## config.mk

```make
export PLATFORM = sky130hd
export DESIGN_NAME = unload_loc_mem_fsm_flat
export DESIGN_NICKNAME = d
export VERILOG_FILES = /design/src/rtl/unload_loc_mem_fsm_pkg.sv /design/src/rtl/unload_loc_mem_fsm_if.sv /design/src/rtl/unload_loc_mem_fsm.sv /design/src/flat_wrapper.sv
export SDC_FILE = /design/constraint.sdc
export NUM_CORES = 1
export LEC_CHECK = 0
export CAP_MARGIN = 20
export CORE_MARGIN = 2
export CORE_UTILIZATION = 39
export CTS_CLUSTER_DIAMETER = 150
export DETAILED_ROUTE_END_ITERATION = 12
export HOLD_SLACK_MARGIN = 0.03
export PLACE_DENSITY = 0.83
export SYNTH_ARGS = -nofsm -noshare
export SYNTH_HDL_FRONTEND = slang
export SYNTH_SLANG_ARGS = --single-unit
export TNS_END_PERCENT = 100
```

## constraint.sdc

```tcl
create_clock -name clk -period 1.65 [get_ports clk]
set_clock_uncertainty 0.2 [all_clocks]
set_input_delay 0.2475 -clock clk [delete_from_list [all_inputs] [get_ports clk]]
set_output_delay 0.2475 -clock clk [all_outputs]
set_load 0.005 [all_outputs]
```

## src/rtl/unload_loc_mem_fsm_pkg.sv

```systemverilog
// Shared types and helpers for the local-memory unload FSM: state encoding
// and the ceil-log2 used to size the RAM address.
package unload_loc_mem_fsm_pkg;

    typedef enum logic [2:0] {
        S_START = 3'b000,
        S_READ  = 3'b001,
        S_WAIT  = 3'b010,
        S_WRITE = 3'b011,
        S_END   = 3'b100
    } state_t;

    function automatic int log2(input int value);
        int result;
        result = 0;
        for (int i = 0; i < 31; i++) begin
            if ((1 << i) < value) begin
                result = i + 1;
            end
        end
        return result;
    endfunction

    // A one-entry RAM still needs a one-bit address port.
    function automatic int addr_width(input int depth);
        return (log2(depth) < 1) ? 1 : log2(depth);
    endfunction

endpackage

```

## src/rtl/unload_loc_mem_fsm_if.sv

```systemverilog
// Bundle of parent handshake, RAM read port and output FIFO write port
// seen by the unload FSM.
interface unload_loc_mem_fsm_if
    import unload_loc_mem_fsm_pkg::*;
#(
    parameter int size  = 3,
    parameter int width = 10
);
    localparam int aw = addr_width(size);

    logic             start_in;
    logic [width-1:0] length_in;
    logic [width-1:0] ram_data_in;
    logic             fifo_full_in;
    logic             rd_en;
    logic [aw-1:0]    rd_addr;
    logic             wr_out_fifo;
    logic [width-1:0] data_out;
    logic             done_out;

    modport master (
        output start_in, length_in, ram_data_in, fifo_full_in,
        input  rd_en, rd_addr, wr_out_fifo, data_out, done_out
    );

    modport slave (
        input  start_in, length_in, ram_data_in, fifo_full_in,
        output rd_en, rd_addr, wr_out_fifo, data_out, done_out
    );

endinterface

```

## src/rtl/unload_loc_mem_fsm.sv

```systemverilog
// Drains up to size tokens from the actor's local RAM into the output FIFO,
// one read per token, stalling in S_WRITE while the FIFO is full.
module unload_loc_mem_fsm
    import unload_loc_mem_fsm_pkg::*;
#(
    parameter int size  = 3,
    parameter int width = 10
) (
    input logic                clk,
    input logic                rst,
    unload_loc_mem_fsm_if.slave bus
);
    localparam int aw = addr_width(size);

    state_t           state, state_nxt;
    logic [aw:0]      count, count_nxt;
    logic [aw:0]      addr, addr_nxt;
    logic [aw:0]      addr_inc;
    logic [aw:0]      len_clamped;
    logic [width-1:0] hold, hold_nxt;

    assign addr_inc    = addr + 1'b1;
    assign len_clamped = (int'(bus.length_in) > size) ? (aw + 1)'(size)
                                                      : bus.length_in[aw:0];

    // The FIFO only ever sees the hold register; wr_out_fifo qualifies it.
    assign bus.data_out = hold;

    always_ff @(posedge clk) begin
        // NOTE: state registers use non-blocking assignments so every flop
        // samples the pre-edge values computed by the combinational process.
        if (!rst) begin
            state <= S_START;
            count <= '0;
            addr  <= '0;
            hold  <= '0;
        end else begin
            state <= state_nxt;
            count <= count_nxt;
            addr  <= addr_nxt;
            hold  <= hold_nxt;
        end
    end

    always_comb begin
        // NOTE: every signal driven here gets a default first, so no path
        // through the case statement can leave one unassigned and infer a latch.
        state_nxt       = state;
        count_nxt       = count;
        addr_nxt        = addr;
        hold_nxt        = hold;
        bus.rd_en       = 1'b0;
        bus.rd_addr     = '0;
        bus.wr_out_fifo = 1'b0;
        bus.done_out    = 1'b0;

        case (state)
            S_START: begin
                if (bus.start_in) begin
                    count_nxt = len_clamped;
                    addr_nxt  = '0;
                    state_nxt = (len_clamped == '0) ? S_END : S_READ;
                end
            end
            S_READ: begin
                bus.rd_en   = 1'b1;
                bus.rd_addr = addr[aw-1:0];
                state_nxt   = S_WAIT;
            end
            S_WAIT: begin
                hold_nxt  = bus.ram_data_in;
                state_nxt = S_WRITE;
            end
            S_WRITE: begin
                // Backpressure is honoured in the same cycle; no new read is
                // issued until this token has been accepted.
                bus.wr_out_fifo = !bus.fifo_full_in;
                if (!bus.fifo_full_in) begin
                    addr_nxt  = addr_inc;
                    state_nxt = (addr_inc == count) ? S_END : S_READ;
                end
            end
            S_END: begin
                bus.done_out = 1'b1;
                state_nxt    = S_START;
            end
            default: begin
                state_nxt = S_START;
            end
        endcase
    end

endmodule

```

## src/flat_wrapper.sv

```systemverilog
// flat-port wrapper written by rule: the top's interface ports become plain ports
module unload_loc_mem_fsm_flat import unload_loc_mem_fsm_pkg::*;
#(
    parameter int size  = 3,
    parameter int width = 10
)
  (clk, rst, bus_start_in, bus_length_in, bus_ram_data_in, bus_fifo_full_in, bus_rd_en, bus_rd_addr, bus_wr_out_fifo, bus_data_out, bus_done_out);
  unload_loc_mem_fsm_if #(.size(size), .width(width)) bus_i ();
  input logic clk;
  input logic rst;
  input wire logic [$bits(bus_i.start_in)-1:0] bus_start_in;
  input wire logic [$bits(bus_i.length_in)-1:0] bus_length_in;
  input wire logic [$bits(bus_i.ram_data_in)-1:0] bus_ram_data_in;
  input wire logic [$bits(bus_i.fifo_full_in)-1:0] bus_fifo_full_in;
  output wire logic [$bits(bus_i.rd_en)-1:0] bus_rd_en;
  output wire logic [$bits(bus_i.rd_addr)-1:0] bus_rd_addr;
  output wire logic [$bits(bus_i.wr_out_fifo)-1:0] bus_wr_out_fifo;
  output wire logic [$bits(bus_i.data_out)-1:0] bus_data_out;
  output wire logic [$bits(bus_i.done_out)-1:0] bus_done_out;
  assign bus_i.start_in = bus_start_in;
  assign bus_i.length_in = bus_length_in;
  assign bus_i.ram_data_in = bus_ram_data_in;
  assign bus_i.fifo_full_in = bus_fifo_full_in;
  assign bus_rd_en = bus_i.rd_en;
  assign bus_rd_addr = bus_i.rd_addr;
  assign bus_wr_out_fifo = bus_i.wr_out_fifo;
  assign bus_data_out = bus_i.data_out;
  assign bus_done_out = bus_i.done_out;
  unload_loc_mem_fsm #(.size(size), .width(width)) u_core (.clk(clk), .rst(rst), .bus(bus_i));
endmodule
```

**Word level (Yosys, flattened, before mapping)**

Index checks and enable logic that the tools add are counted.

- Bits in read-only memories: 0
- Bits of input ports: 24
- Latch bits: 0
- Output and inout port bits: 15
- Register bits after elaboration: 19
- Memory bits (writable): 0
- Memories kept: 0

- Reductions and logical operators: 7
- Shift-type cells: 0
- Div/mod/pow operators: 0
- Bitwise logic cells: 0
- Mux-type cells: 13
- Eq/ne operators: 7
- $add $sub $neg: 1
- $lt $le $gt $ge: 1
- $mul: 0

Operator list:

| kind | number |
|---|---|
| $mux 3 | 7 |
| $pmux 3 s4 | 1 |
| $gt 10x2->1 const B | 1 |
| $eq 3x2->1 const B | 2 |
| $logic_not 3->1 | 2 |
| $pmux 3 s2 | 1 |
| $ne 2x2->1 const B | 2 |
| $reduce_and 2->1 | 2 |
| $add 3x1->3 const B | 1 |
| $eq 3x1->1 const B | 1 |
| $eq 3x3->1 | 1 |
| $eq 3x3->1 const B | 1 |
| $mux 1 | 3 |
| $reduce_and 3->1 | 1 |
| $mux 2 | 1 |
| $reduce_bool 2->1 | 1 |
| $logic_not 1->1 | 1 |

**Longest topological paths before layout**

Gate-level depths: netlist (run 1).

- Depth after elaboration: 6
- Depth in mapped cells: 5
- Gate-level depth less buffers: 5

**Worst setup path before layout (run 1)**

Ideal clock, no wire load.

- Path type: reg-to-reg
- Start point: reg u_core.addr[0]
- End point: reg u_core.state[2]
- Data arrival time: 1.134 ns
- Path buffers: 0
- Data required time: 1.334 ns
- Setup slack: 0.200 ns
- Library setup time: 0.116 ns
- Stages on the path, launching flop included: 6
- Path through: dfxtp_1 -> ha_1 -> xnor2_1 -> xnor2_1 -> nor3_1 -> a31o_2

- Cells in the longest elaborated chain, start to end: 5

RTL lines:

| item | RTL line | source |
|---|---|---|
| from (decl) | unload_loc_mem_fsm.sv:17 | `logic [aw:0] addr, addr_nxt;` |
| from (signal assigned) | unload_loc_mem_fsm.sv:40 | `addr <= addr_nxt;` |
| $add 3x1->3 | unload_loc_mem_fsm.sv:22 | `assign addr_inc = addr + 1'b1;` |
| $eq 3x3->1 | unload_loc_mem_fsm.sv:80 | `state_nxt = (addr_inc == count) ? S_END : S_READ;` |
| $mux 3 | unload_loc_mem_fsm.sv:80 |  |
| $mux 3 | unload_loc_mem_fsm.sv:78 | `if (!bus.fifo_full_in) begin` |
| $pmux 3 s4 | unload_loc_mem_fsm.sv:57 | `case (state)` |
| to (signal assigned) | unload_loc_mem_fsm.sv:38 | `state <= state_nxt;` |
| to (decl) | unload_loc_mem_fsm.sv:15 | `state_t state, state_nxt;` |

No other way between the ends. The select of a mux whose other input is x is not followed.
A chain may end at the register's enable or synchronous reset.

**Worst setup path after layout (run 1)**

- Start point: reg u_core.hold[6], in the netlist u_core.bus.data_out[6]
- End point: out bus_data_out[6]

RTL lines:

| item | RTL line | source |
|---|---|---|
| from (decl) | unload_loc_mem_fsm.sv:20 | `logic [width-1:0] hold, hold_nxt;` |
| from (signal assigned) | unload_loc_mem_fsm.sv:41 | `hold <= hold_nxt;` |
| to (decl) | flat_wrapper.sv:18 | `output wire logic [$bits(bus_i.data_out)-1:0] bus_data_out;` |

No word-level cell between the ends.

==> results of run 1 <==
final cells by class:
class | instances | area [um^2] | share of cell area, %
clock buffer | 3 | 22.52 | 1.671
clock inverter | 1 | 5.005 | 0.3714
inverter | 1 | 3.754 | 0.2786
multi-input combinational | 63 | 454.2 | 33.70
sequential | 19 | 395.4 | 29.34
tap | 27 | 33.78 | 2.507
timing repair buffer | 47 | 432.9 | 32.13
per-layer routing:
metal | up-vias | wire length, um | global-route usage (%)
met2 | 11 | 1073 | 30.70
met3 | 2 | 37 | 1.786
met4 | 0 | 19 | 6.944
met1 | 378 | 795 | 17.88
met5 | - | 0 | 0
li1 | 396 | - | -
registers in the layout (all words and copies together) (netlist names):
register	flops
u_core.state	3
u_core.bus.data_out	10
u_core.count	3
u_core.addr	3
power by group through the flow:
stage / sequential (mW) / clock (mW) / combinational, mW
global route: 0.522 / 0.268 / 0.291
global placement: 0.517 / 0 / 0.253
CTS: 0.512 / 0.246 / 0.268
floorplan: 0.526 / 0 / 0.105
finish: 0.517 / 0.245 / 0.269
detailed placement: 0.519 / 0 / 0.259
stage by stage:
stage               std cells  util (%)
floorplan                  85         -
global placement          157     65.66
detailed placement        157     65.66
CTS                       161     67.30
global route              161     67.99
finish                    161     67.99
tightest hold or removal path, stage by stage (launching register included):
cell	delay, ns
dfxtp_1	0.34
nand2_1	0.05
nor2_1	0.03
layout by cell type (no fill, tap or decap), types with 2 or more instances in the layout:
master | Yosys | final
a211oi_1 | 2 | 2
and2_1 | 2 | 2
buf_2 | 0 | 3
buf_4 | 0 | 7
buf_6 | 1 | 2
clkbuf_4 | 0 | 3
clkdlybuf4s50_1 | 0 | 32
dfxtp_1 | 19 | 9
dfxtp_2 | 0 | 9
dlygate4sd2_1 | 0 | 2
mux2i_1 | 11 | 11
nand2_1 | 3 | 3
nand3b_1 | 2 | 2
nor2_1 | 20 | 19
nor2b_1 | 2 | 2
nor3_1 | 2 | 2
nor4_1 | 2 | 2
xnor2_1 | 3 | 3
what timing repair did:
item,4_1_cts,5_1_grt
hold endpoints to repair,0,0
setup buffers,1,0
gates resized for setup,23,11
pin swaps,3,4
setup endpoints to repair,5,11
kinds of logic (layout without fill, tap and decap cells):
kind of cell,Yosys count,count (layout),synth area share (%)
AND/OR/NAND/NOR,39,39,26.54
flip-flops,19,19,45.58
multiplexers,11,11,13.19
buffers and inverters,3,52,2.248
AO/OA/AOI/OAI,8,8,6.746
XOR/XNOR,4,4,4.199
adder cells (fa/ha/maj),1,1,1.499
worst max-delay path by stage:
| stage | to | slack (ns) | depth (start not counted) |
|---|---|---|---|
| 2_1_floorplan | u_core.state[2] | 0.20 | 5 |
| 3_3_place_gp | bus_wr_out_fifo | -0.29 | 3 |
| 4_1_cts | bus_done_out | 0.01 | 4 |
| 3_5_place_dp | bus_wr_out_fifo | -0.30 | 3 |
| 5_1_grt | bus_rd_addr[0] | -0.003 | 3 |
| 6_report | bus_data_out[6] | 0.05 | 1 |
==> summary.log, run 1 <==
[run_status] result of the run finished, final reports clean
[setup_path] end of the worst register-to-register path u_core.count[1]
[cts] number of buffers inserted during clock tree synthesis 3
[place] HPWL reported at the end of detailed placement 1.521 mm
[cells_and_area] final std cell area, no fill 1348 um^2
[hold_path] number of stages on the worst hold path 2
[yosys] sequential fraction of the synthesis area 45.58%
[hold_path] hold_sp u_core.count[2]
[setup_path] crit path buf inv count 1
[yosys] post-synthesis sequential element count 19
[cells_and_area] filler cell count in the final layout 149
[floorplan] Starting Density 42.11%
[floorplan] Rows 16
[power_and_ir_drop] share of power burned in the clock network 23.8%
[setup_path] cell-by-cell trace of the critical path clkdlybuf4s50_1
[timing] transition time of the tightest slew-check pin 0.3402 ns
[timing] final hold vios 0
[place] Area after DPL 1301 um^2
[cts] count of hold buffers inserted by post-cts repair 0
[power_and_ir_drop] sequential cell fraction of total power 50.1%
[setup_path] slowest cell on the critical path clkdlybuf4s50_1
[cells_and_area] number of diodes 0
[yosys] top post-synthesis cells by area dfxtp_1, mux2i_1, nor2_1
[setup_path] required arrival time at the worst endpoint 1.20 ns
[cells_and_area] Final nets 160
[timing] sum of negative setup slack 0 ns
[timing] time the final worst path needs with I/O delays and setup 1.597 ns
[power_and_ir_drop] combinational group share of total power 26.1%
[cts] Root Buffer Master clkbuf_4
[timing] Period Utilization, post-route 96.77%
[power_and_ir_drop] NetSw 276.3 uW
[detailed_routing] routed vias/inst 4.888
[floorplan] die span in y 50.26 um
[setup_path] Critical Path Start Type register
[global_routing] number of global-route vias before repair 753
[yosys] per-instance average area after synthesis 9.818 um^2
[yosys] synth cell count leaders nor2_1, dfxtp_1, mux2i_1, nand2_1, xnor2_1
[power_and_ir_drop] Power Dens Cells 764.7 nW/um^2
[cells_and_area] proportion of layout cells with a drive suffix above 1 25.37%
[setup_path] Arr. time, crit path 1.15 ns
[setup_path] cell family with the largest share of critical-path delay buffers and inverters
[yosys] Netlist cell types 28
[yosys] cell area after synthesis 834.6 um^2
[global_routing] number of antenna violations at the first check in global routing 0
[place] count of buffers inserted at the top-level ports 38
[cts] clk sinks 19
[cts] worst skew pair latency 0.31 ns
[yosys] count of flip-flops with a built-in enable after synthesis 0
[detailed_routing] Vias 787
[detailed_routing] first-pass iteration count of the detailed router 4
[floorplan] total I/O pin count 39
[global_routing] pin count of the biggest net entering global routing 16
[power_and_ir_drop] Internal Pwr Total 754.2 uW
[yosys] portion of synthesized cell area occupied by the leading cell type 45.58%
[yosys] Yosys top cell by area dfxtp_1
[power_and_ir_drop] final total power 1.031 mW
[power_and_ir_drop] maximum VDD drop 0.4808 mV
[detailed_routing] drt wl/cell 11.96 um
[yosys] most frequent cell after synthesis nor2_1
[setup_path] Worst R2R Setup Slack 0.10 ns
[flow_run] Max-cap violations 0
[cts] H-tree depth 1
[timing] headroom to the max-slew limit 76.74%
[hold_path] class of the tightest hold or removal check reg -> reg
[floorplan] total core area 1982 um^2
[setup_path] worst-case reg-to-reg path depth 6
[floorplan] Die W 50.26 um
[global_routing] grt total ovfl 0
[floorplan] Die Footprint 2526 um^2
[power_and_ir_drop] Leakage 0.5313 nW
[detailed_routing] drt initial violations 9
[yosys] Ys Warns 0
[yosys] Async S/R FF share, synth 0%
[timing] final max-slew violation count 0
[detailed_routing] overall routed net length 1.925 mm
[timing] Setup Viol. Count Final 0
[cells_and_area] synthesis-to-layout area growth 61.47%
[detailed_routing] Detail Route Antenna Nets 0
[yosys] nets in the synthesized netlist 110
[global_routing] total global-route track usage 16.19%
[detailed_routing] DRC violation count after routing 0
[setup_path] largest incremental delay on the critical path 0.50 ns
[timing] maximum clock rate 0.6263 GHz
[place] pre-CTS setup slack -0.2965 ns
[cts] clk slew on worst S/H paths 0.11 ns
[timing] Fin Hold WS 0.2505 ns
[setup_path] beginning of the worst register-to-register path u_core.state[1]
[hold_path] Hold Path Sink u_core.count[2]
[setup_path] sort of element at the end of the critical path output port
[cts] Max Buffers Root-to-Sink 2
[setup_path] worst-path maximum fanout 2
[global_routing] first-pass GRT wire length 3.222 mm
[place] Placer Congestion 0.7770
[setup_path] Worst Setup Path Type reg -> out
[timing] unrepaired setup endpoints after global routing yes
[setup_path] start point of the critical path u_core.bus.data_out[6]
[timing] worst-case setup margin in the final layout 0.05333 ns
[yosys] flip-flop cell with the highest count after synthesis dfxtp_1
[cts] clock tree from TritonCTS built
[yosys] post-synthesis cell count 85
[power_and_ir_drop] switching share of power 26.82%
No activity file was read; power rests on OpenSTA's default activity.
==> inputs of run 2 (changes only) <==
--- a/config.mk
+++ b/config.mk
@@ -5,6 +5,7 @@
 export SDC_FILE = /design/constraint.sdc
 export NUM_CORES = 1
 export LEC_CHECK = 0
+export ABC_CLOCK_PERIOD_IN_PS = 1650
 export CAP_MARGIN = 20
 export CORE_MARGIN = 2
 export CORE_UTILIZATION = 39
==> results of run 2 <==
The final DEF is identical to that of run 1; final timing and power are the same.
